<file path="config.mk">
export PLATFORM = sky130hd
export DESIGN_NAME = dcp_arb_unit
export DESIGN_NICKNAME = d
export VERILOG_FILES = /design/src/rtl/dcp_arb_unit.sv
export SDC_FILE = /design/constraint.sdc
export NUM_CORES = 1
export LEC_CHECK = 0
export BUFFER_PORTS_ARGS = -buffer_cell sky130_fd_sc_hd__buf_2
export CORE_MARGIN = 2
export CORE_UTILIZATION = 40
export DETAILED_ROUTE_END_ITERATION = 10
export GPL_ROUTABILITY_DRIVEN = 0
export PLACE_DENSITY = 0.69
export SYNTH_ARGS = -nofsm -noshare
export SYNTH_HDL_FRONTEND = slang
export SYNTH_SLANG_ARGS = --single-unit
</file>
<file path="constraint.sdc">
create_clock -name iClk -period 6.4 [get_ports iClk]
set_input_delay 0.64 -clock iClk [delete_from_list [all_inputs] [get_ports iClk]]
set_output_delay 0.64 -clock iClk [all_outputs]
set_load 0.01 [all_outputs]
</file>
<file path="src/rtl/dcp_arb_unit.sv">
// dcp_arb_unit: round-robin merge of INUM Decoupled streams through a 2-entry output buffer.
// Define DCP_ARB_BURST_EN to enable burst lock (up to BURST consecutive beats per owner).
module dcp_arb_unit #(
   parameter int DW    = 16,
   parameter int AW    = 4,
   parameter int INUM  = 4,
   parameter int BURST = 4
) (
   input  logic                    iClk,
   input  logic                    iRst,
   input  logic [INUM-1:0]         iDcpInVld,
   output logic [INUM-1:0]         iDcpInRdy,
   input  logic [INUM-1:0][DW-1:0] iDcpInPld,
   input  logic [INUM-1:0][AW-1:0] iDcpInDst,
   output logic                    oDcpOutVld,
   input  logic                    oDcpOutRdy,
   output logic [DW-1:0]           oDcpOutPld,
   output logic [AW-1:0]           oDcpOutDst
);
   localparam int PW = $clog2(INUM);

   if (INUM < 2 || INUM > 16) begin : gBadInum
      $error("dcp_arb_unit: INUM must be 2..16");
   end
   if (BURST < 1 || BURST > 255) begin : gBadBurst
      $error("dcp_arb_unit: BURST must be 1..255");
   end

   // First valid input at or above start, wrapping; MSB flags that one was found.
   function automatic logic [PW:0] rrPick(input logic [INUM-1:0] vld, input logic [PW-1:0] start);
      logic [PW:0]   res;
      logic [PW-1:0] sel;
      res = '0;
      for (int i = INUM - 1; i >= 0; i--) begin
         sel = PW'((int'(start) + i) % INUM);
         if (vld[sel]) res = {1'b1, sel};
      end
      return res;
   endfunction

   function automatic logic [PW-1:0] nextIdx(input logic [PW-1:0] idx);
      return (int'(idx) == INUM - 1) ? '0 : idx + PW'(1);
   endfunction

   logic [DW-1:0] bufPld [2];
   logic [AW-1:0] bufDst [2];
   logic          wrIdx;
   logic          rdIdx;
   logic [1:0]    cnt;
   logic          space;
   logic          push;
   logic          pop;

   logic [PW-1:0] ptr;
   logic [PW-1:0] ptrNxt;
   logic [PW-1:0] gnt;
   logic [PW:0]   pick;
   logic          anyGnt;

   // Space comes from registered occupancy only, so output Rdy never reaches input Rdy.
   assign space      = (cnt != 2'd2);
   assign pop        = oDcpOutVld & oDcpOutRdy;
   assign oDcpOutVld = (cnt != 2'd0);
   assign oDcpOutPld = bufPld[rdIdx];
   assign oDcpOutDst = bufDst[rdIdx];

`ifdef DCP_ARB_BURST_EN
   typedef enum logic {
      IDLE = 1'b0,
      LOCK = 1'b1
   } stateT;

   stateT         state;
   stateT         stateNxt;
   logic [PW-1:0] owner;
   logic [PW-1:0] ownerNxt;
   logic [7:0]    bcnt;
   logic [7:0]    bcntNxt;
   logic          lockHold;

   // A lock whose owner has dropped Vld falls back to plain arbitration in the same cycle.
   assign lockHold = (state == LOCK) && iDcpInVld[owner];
`endif

   always_comb begin
      pick   = rrPick(iDcpInVld, ptr);
      gnt    = pick[PW-1:0];
      anyGnt = pick[PW];
`ifdef DCP_ARB_BURST_EN
      if (lockHold) begin
         gnt    = owner;
         anyGnt = 1'b1;
      end
`endif
      push      = anyGnt & space & ~iRst;
      iDcpInRdy = '0;
      if (push) iDcpInRdy[gnt] = 1'b1;
   end

   always_comb begin
      ptrNxt = ptr;
`ifdef DCP_ARB_BURST_EN
      stateNxt = state;
      ownerNxt = owner;
      bcntNxt  = bcnt;
      if (push && lockHold) begin
         bcntNxt = bcnt + 8'd1;
         if (bcntNxt == 8'(BURST)) stateNxt = IDLE;
      end else if (push) begin
         ptrNxt = nextIdx(gnt);
         if (BURST > 1) begin
            stateNxt = LOCK;
            ownerNxt = gnt;
            bcntNxt  = 8'd1;
         end else begin
            stateNxt = IDLE;
         end
      end else if (space && !lockHold) begin
         stateNxt = IDLE;
      end
`else
      if (push) ptrNxt = nextIdx(gnt);
`endif
   end

   always_ff @(posedge iClk) begin
      if (iRst) begin
         ptr   <= '0;
`ifdef DCP_ARB_BURST_EN
         state <= IDLE;
         owner <= '0;
         bcnt  <= '0;
`endif
      end else begin
         ptr   <= ptrNxt;
`ifdef DCP_ARB_BURST_EN
         state <= stateNxt;
         owner <= ownerNxt;
         bcnt  <= bcntNxt;
`endif
      end
   end

   // Output buffer stage: occupancy and pointers reset, entry contents do not.
   always_ff @(posedge iClk) begin
      if (iRst) begin
         cnt   <= 2'd0;
         wrIdx <= 1'b0;
         rdIdx <= 1'b0;
      end else begin
         if (push) wrIdx <= ~wrIdx;
         if (pop) rdIdx <= ~rdIdx;
         case ({push, pop})
            2'b10:   cnt <= cnt + 2'd1;
            2'b01:   cnt <= cnt - 2'd1;
            default: cnt <= cnt;
         endcase
      end
   end

   always_ff @(posedge iClk) begin
      if (push) begin
         bufPld[wrIdx] <= iDcpInPld[gnt];
         bufDst[wrIdx] <= iDcpInDst[gnt];
      end
   end
endmodule

</file>
==> out/qor.csv <==
metric,value,unit
die_w,83.9,um
cts_resized,0,
cpMaxStageDelayCell,a21oi_4,
ys_top_cells_by_area,"edfxtp_1 47%, mux2i_1 24%, mux2_2 8.8%",
crit_type,in -> out,
grt_start_max_net_pins,44,
clkPwrFrac,0.175,
synth_nets,275,
cp-end-kind,primary output,
io_pins,112,
internal_power,816,uW
drv_slew,0,
antennaDiodeCount,0,
setup_viol,0,
grt_pass1_vias,1688,
yosys_most_used_dff,edfxtp_1,
rsz0062_at_grt,false,
place_hpwl,3590,um
synth.distinct_cells,30,
numCtsBuffers,5,
swShare,0.327,
synth_compound_area_frac,0.0265,
muxShareOfSynthArea,0.324,
port_buffers,111,
synthTopCellsByCount,"60 x mux2i_1, 40 x edfxtp_1, 20 x mux2_2",
layout.nets,385,
tns,0,ns
cts_tree,done,
drc,0,
cts-root-buf,clkbuf_8,
timing.final.crit_share,0.494,
grt_usage,0.140,
die_h,83.9,um
layout-drive-gt1-share,0.500,
p_per_area,372,nW/um2
area.growth.synth_to_final,27.6,%
clkTransAtPathRegs,0.08,ns
synth_most_common_cell,mux2i_1,
skew,0.00429,ns
clock_latency,0.29,ns
startpoint,iDcpInVld[0],
crit_path_cell_trace,"buf_2, nor2b_1, a21oi_1, o22ai_1, a21oi_4, inv_2, ha_1, and2_1, buf_2",
max_clock_freq,316,MHz
core,6280,um2
min_period,3.16,ns
hold_viol,0,
clock_sinks,47,
num_rows,29,
power_leakage,1.44,nW
netlist_area,2550,um2
synthXorXnorAreaFrac,0.0137,
switchingPower,396,uW
pwr-share-comb,0.416,
initial_core_util,0.407,
yosysWarningCount,0,
synth_cells,183,
max-vdd-ir-drop,209,uV
antenna_left,0,
grt-ovfl-total,0,
h-tree-depth,2,
dieArea,7040,um2
grt_pass1_wl,7690,um
cpMostUsedCell,buf_2,
hold_ws,0.505,ns
relSlewSlack,0.285,
synth_top_family_by_area,multiplexers,
reg2reg_setup_slack,4.20,ns
holdPathStages,2,
antenna_found_initial,0,
synth-edff-count,40,
tightest_slew,1.07,ns
critPathArrivalTime,2.52,ns
worst_setup_path_start_kind,input pin,
critPathMaxStageDelay,0.79,ns
worstHoldEndpoint,cnt[1],
vias,1744,
cap_viol_max_count,0,
via_per_inst,4.70,
reg2reg_depth,4,
ys_seq_area_frac,0.525,
yosys_register_bits,47,
path_max_fanout,24,
status,finished clean,
async_flop_share,0,
cts_setup_buffers,0,
power_frac_seq,0.409,
drt_iter0_markers,41,
wl_per_cell,13.2,um
cp_data_required_time,5.76,ns
wirelength,4880,um
hold_buffers,0,
reg2reg_to,bufPld[0][13],
hold_start,cnt[1],
yosysTopAreaCell,edfxtp_1,
hp-class,reg -> reg,
drt_pre_antenna_iters,4,
clockBufferDepth,2,
rr_startpoint,cnt[0],
synth_top_area_frac,0.471,
synth_fa_ha_area_frac,0.0245,
yosys.area_share.simple,0.0466,
synth_area_per_cell,13.9,um2
==> routing by layer <==
| layer | routed length (um) | track usage | share of wire | vias to the layer above |
|---|---|---|---|---|
| li1 | - | - | - | 901 |
| met1 | 1990 | 0.153 | 0.41 | 784 |
| met2 | 2510 | 0.250 | 0.51 | 53 |
| met3 | 301 | 0.0485 | 0.062 | 6 |
| met4 | 78 | 0.0528 | 0.016 | 0 |
| met5 | 0 | 0 | 0 | - |
==> layout by cell type (no fill, tap or decap), types with 2 or more instances in the layout <==
cell type and n:
xnor2_1 3, a21oi_1 3, buf_2 111, inv_1 3, mux2_2 20, dfxtp_1 7
mux2i_1 60, clkbuf_8 5, nor2b_1 2, nor2_1 5, and2_1 6, o22ai_1 2
inv_2 3, ha_1 5, edfxtp_1 40, o21ai_1 2
==> power by group through the flow <==
| stage | logic (mW) | clock network [mW] | registers, mW |
|---|---|---|---|
| 2_1_floorplan | 0.398 | 0 | 0.475 |
| 3_3_place_gp | 0.504 | 0 | 0.501 |
| 3_5_place_dp | 0.514 | 0 | 0.505 |
| 4_1_cts | 0.516 | 0.220 | 0.499 |
| 5_1_grt | 0.553 | 0.233 | 0.509 |
| 6_report | 0.504 | 0.212 | 0.496 |
==> worst max-delay path: cells and delay by family <==
kind	cells	cell delay [ns]
AOI/OAI and AO/OA	3	1.05
and+or+nand+nor	2	0.26
buffers and inverters	3	0.33
adders and majority gates	1	0.22
==> how the worst max path moves through the flow <==
stage                         to  slack [ns]  cells after the start
global route        iDcpInRdy[2]        3.08                      9
global placement    iDcpInRdy[0]        3.29                      9
detailed placement  iDcpInRdy[2]        3.19                      9
finish              iDcpInRdy[2]        3.24                      9
floorplan           iDcpInRdy[0]        3.95                      8
CTS                 iDcpInRdy[2]        3.19                      9
==> sequential cells by signal, indices dropped and copies added (netlist names), named ones only <==
register  count
bufPld       32
cnt           2
ptr           2
wrIdx         1
bufDst        8
rdIdx         1
==> kinds of logic (layout without fill, tap and decap cells) <==
group	after synthesis	in the layout
muxes	80	80
buffers and inverters	15	126
xor gates and xnor gates	4	4
DFF	47	47
and+or+nand+nor	21	21
AOI/OAI and AO/OA	11	11
adders and majority gates	5	5
==> final cells by class <==
type | instances | area, um2
Sequential cell | 47 | 1340
Timing Repair Buffer | 112 | 563
Tap cell | 77 | 96.3
Clock buffer | 5 | 68.8
Multi-Input combinational cell | 121 | 1120
Clock inverter | 3 | 43.8
Fill cell | 585 | 3020
Inverter | 6 | 22.5
==> metrics by stage <==
stage / utilization / power [mW] / area, um2 / std cells / worst slack [ns]
finish: 0.519 / 1.21 / 3260 / 371 / 3.24
global route: 0.519 / 1.29 / 3260 / 371 / 3.08
CTS: 0.519 / 1.23 / 3260 / 371 / 3.19
detailed placement: 0.501 / 1.02 / 3140 / 363 / 3.19
global placement: 0.501 / 1.00 / 3140 / 363 / 3.29
floorplan: - / 0.873 / 2550 / 183 / 3.95
Note: power is estimated with default switching activity, not from simulation.
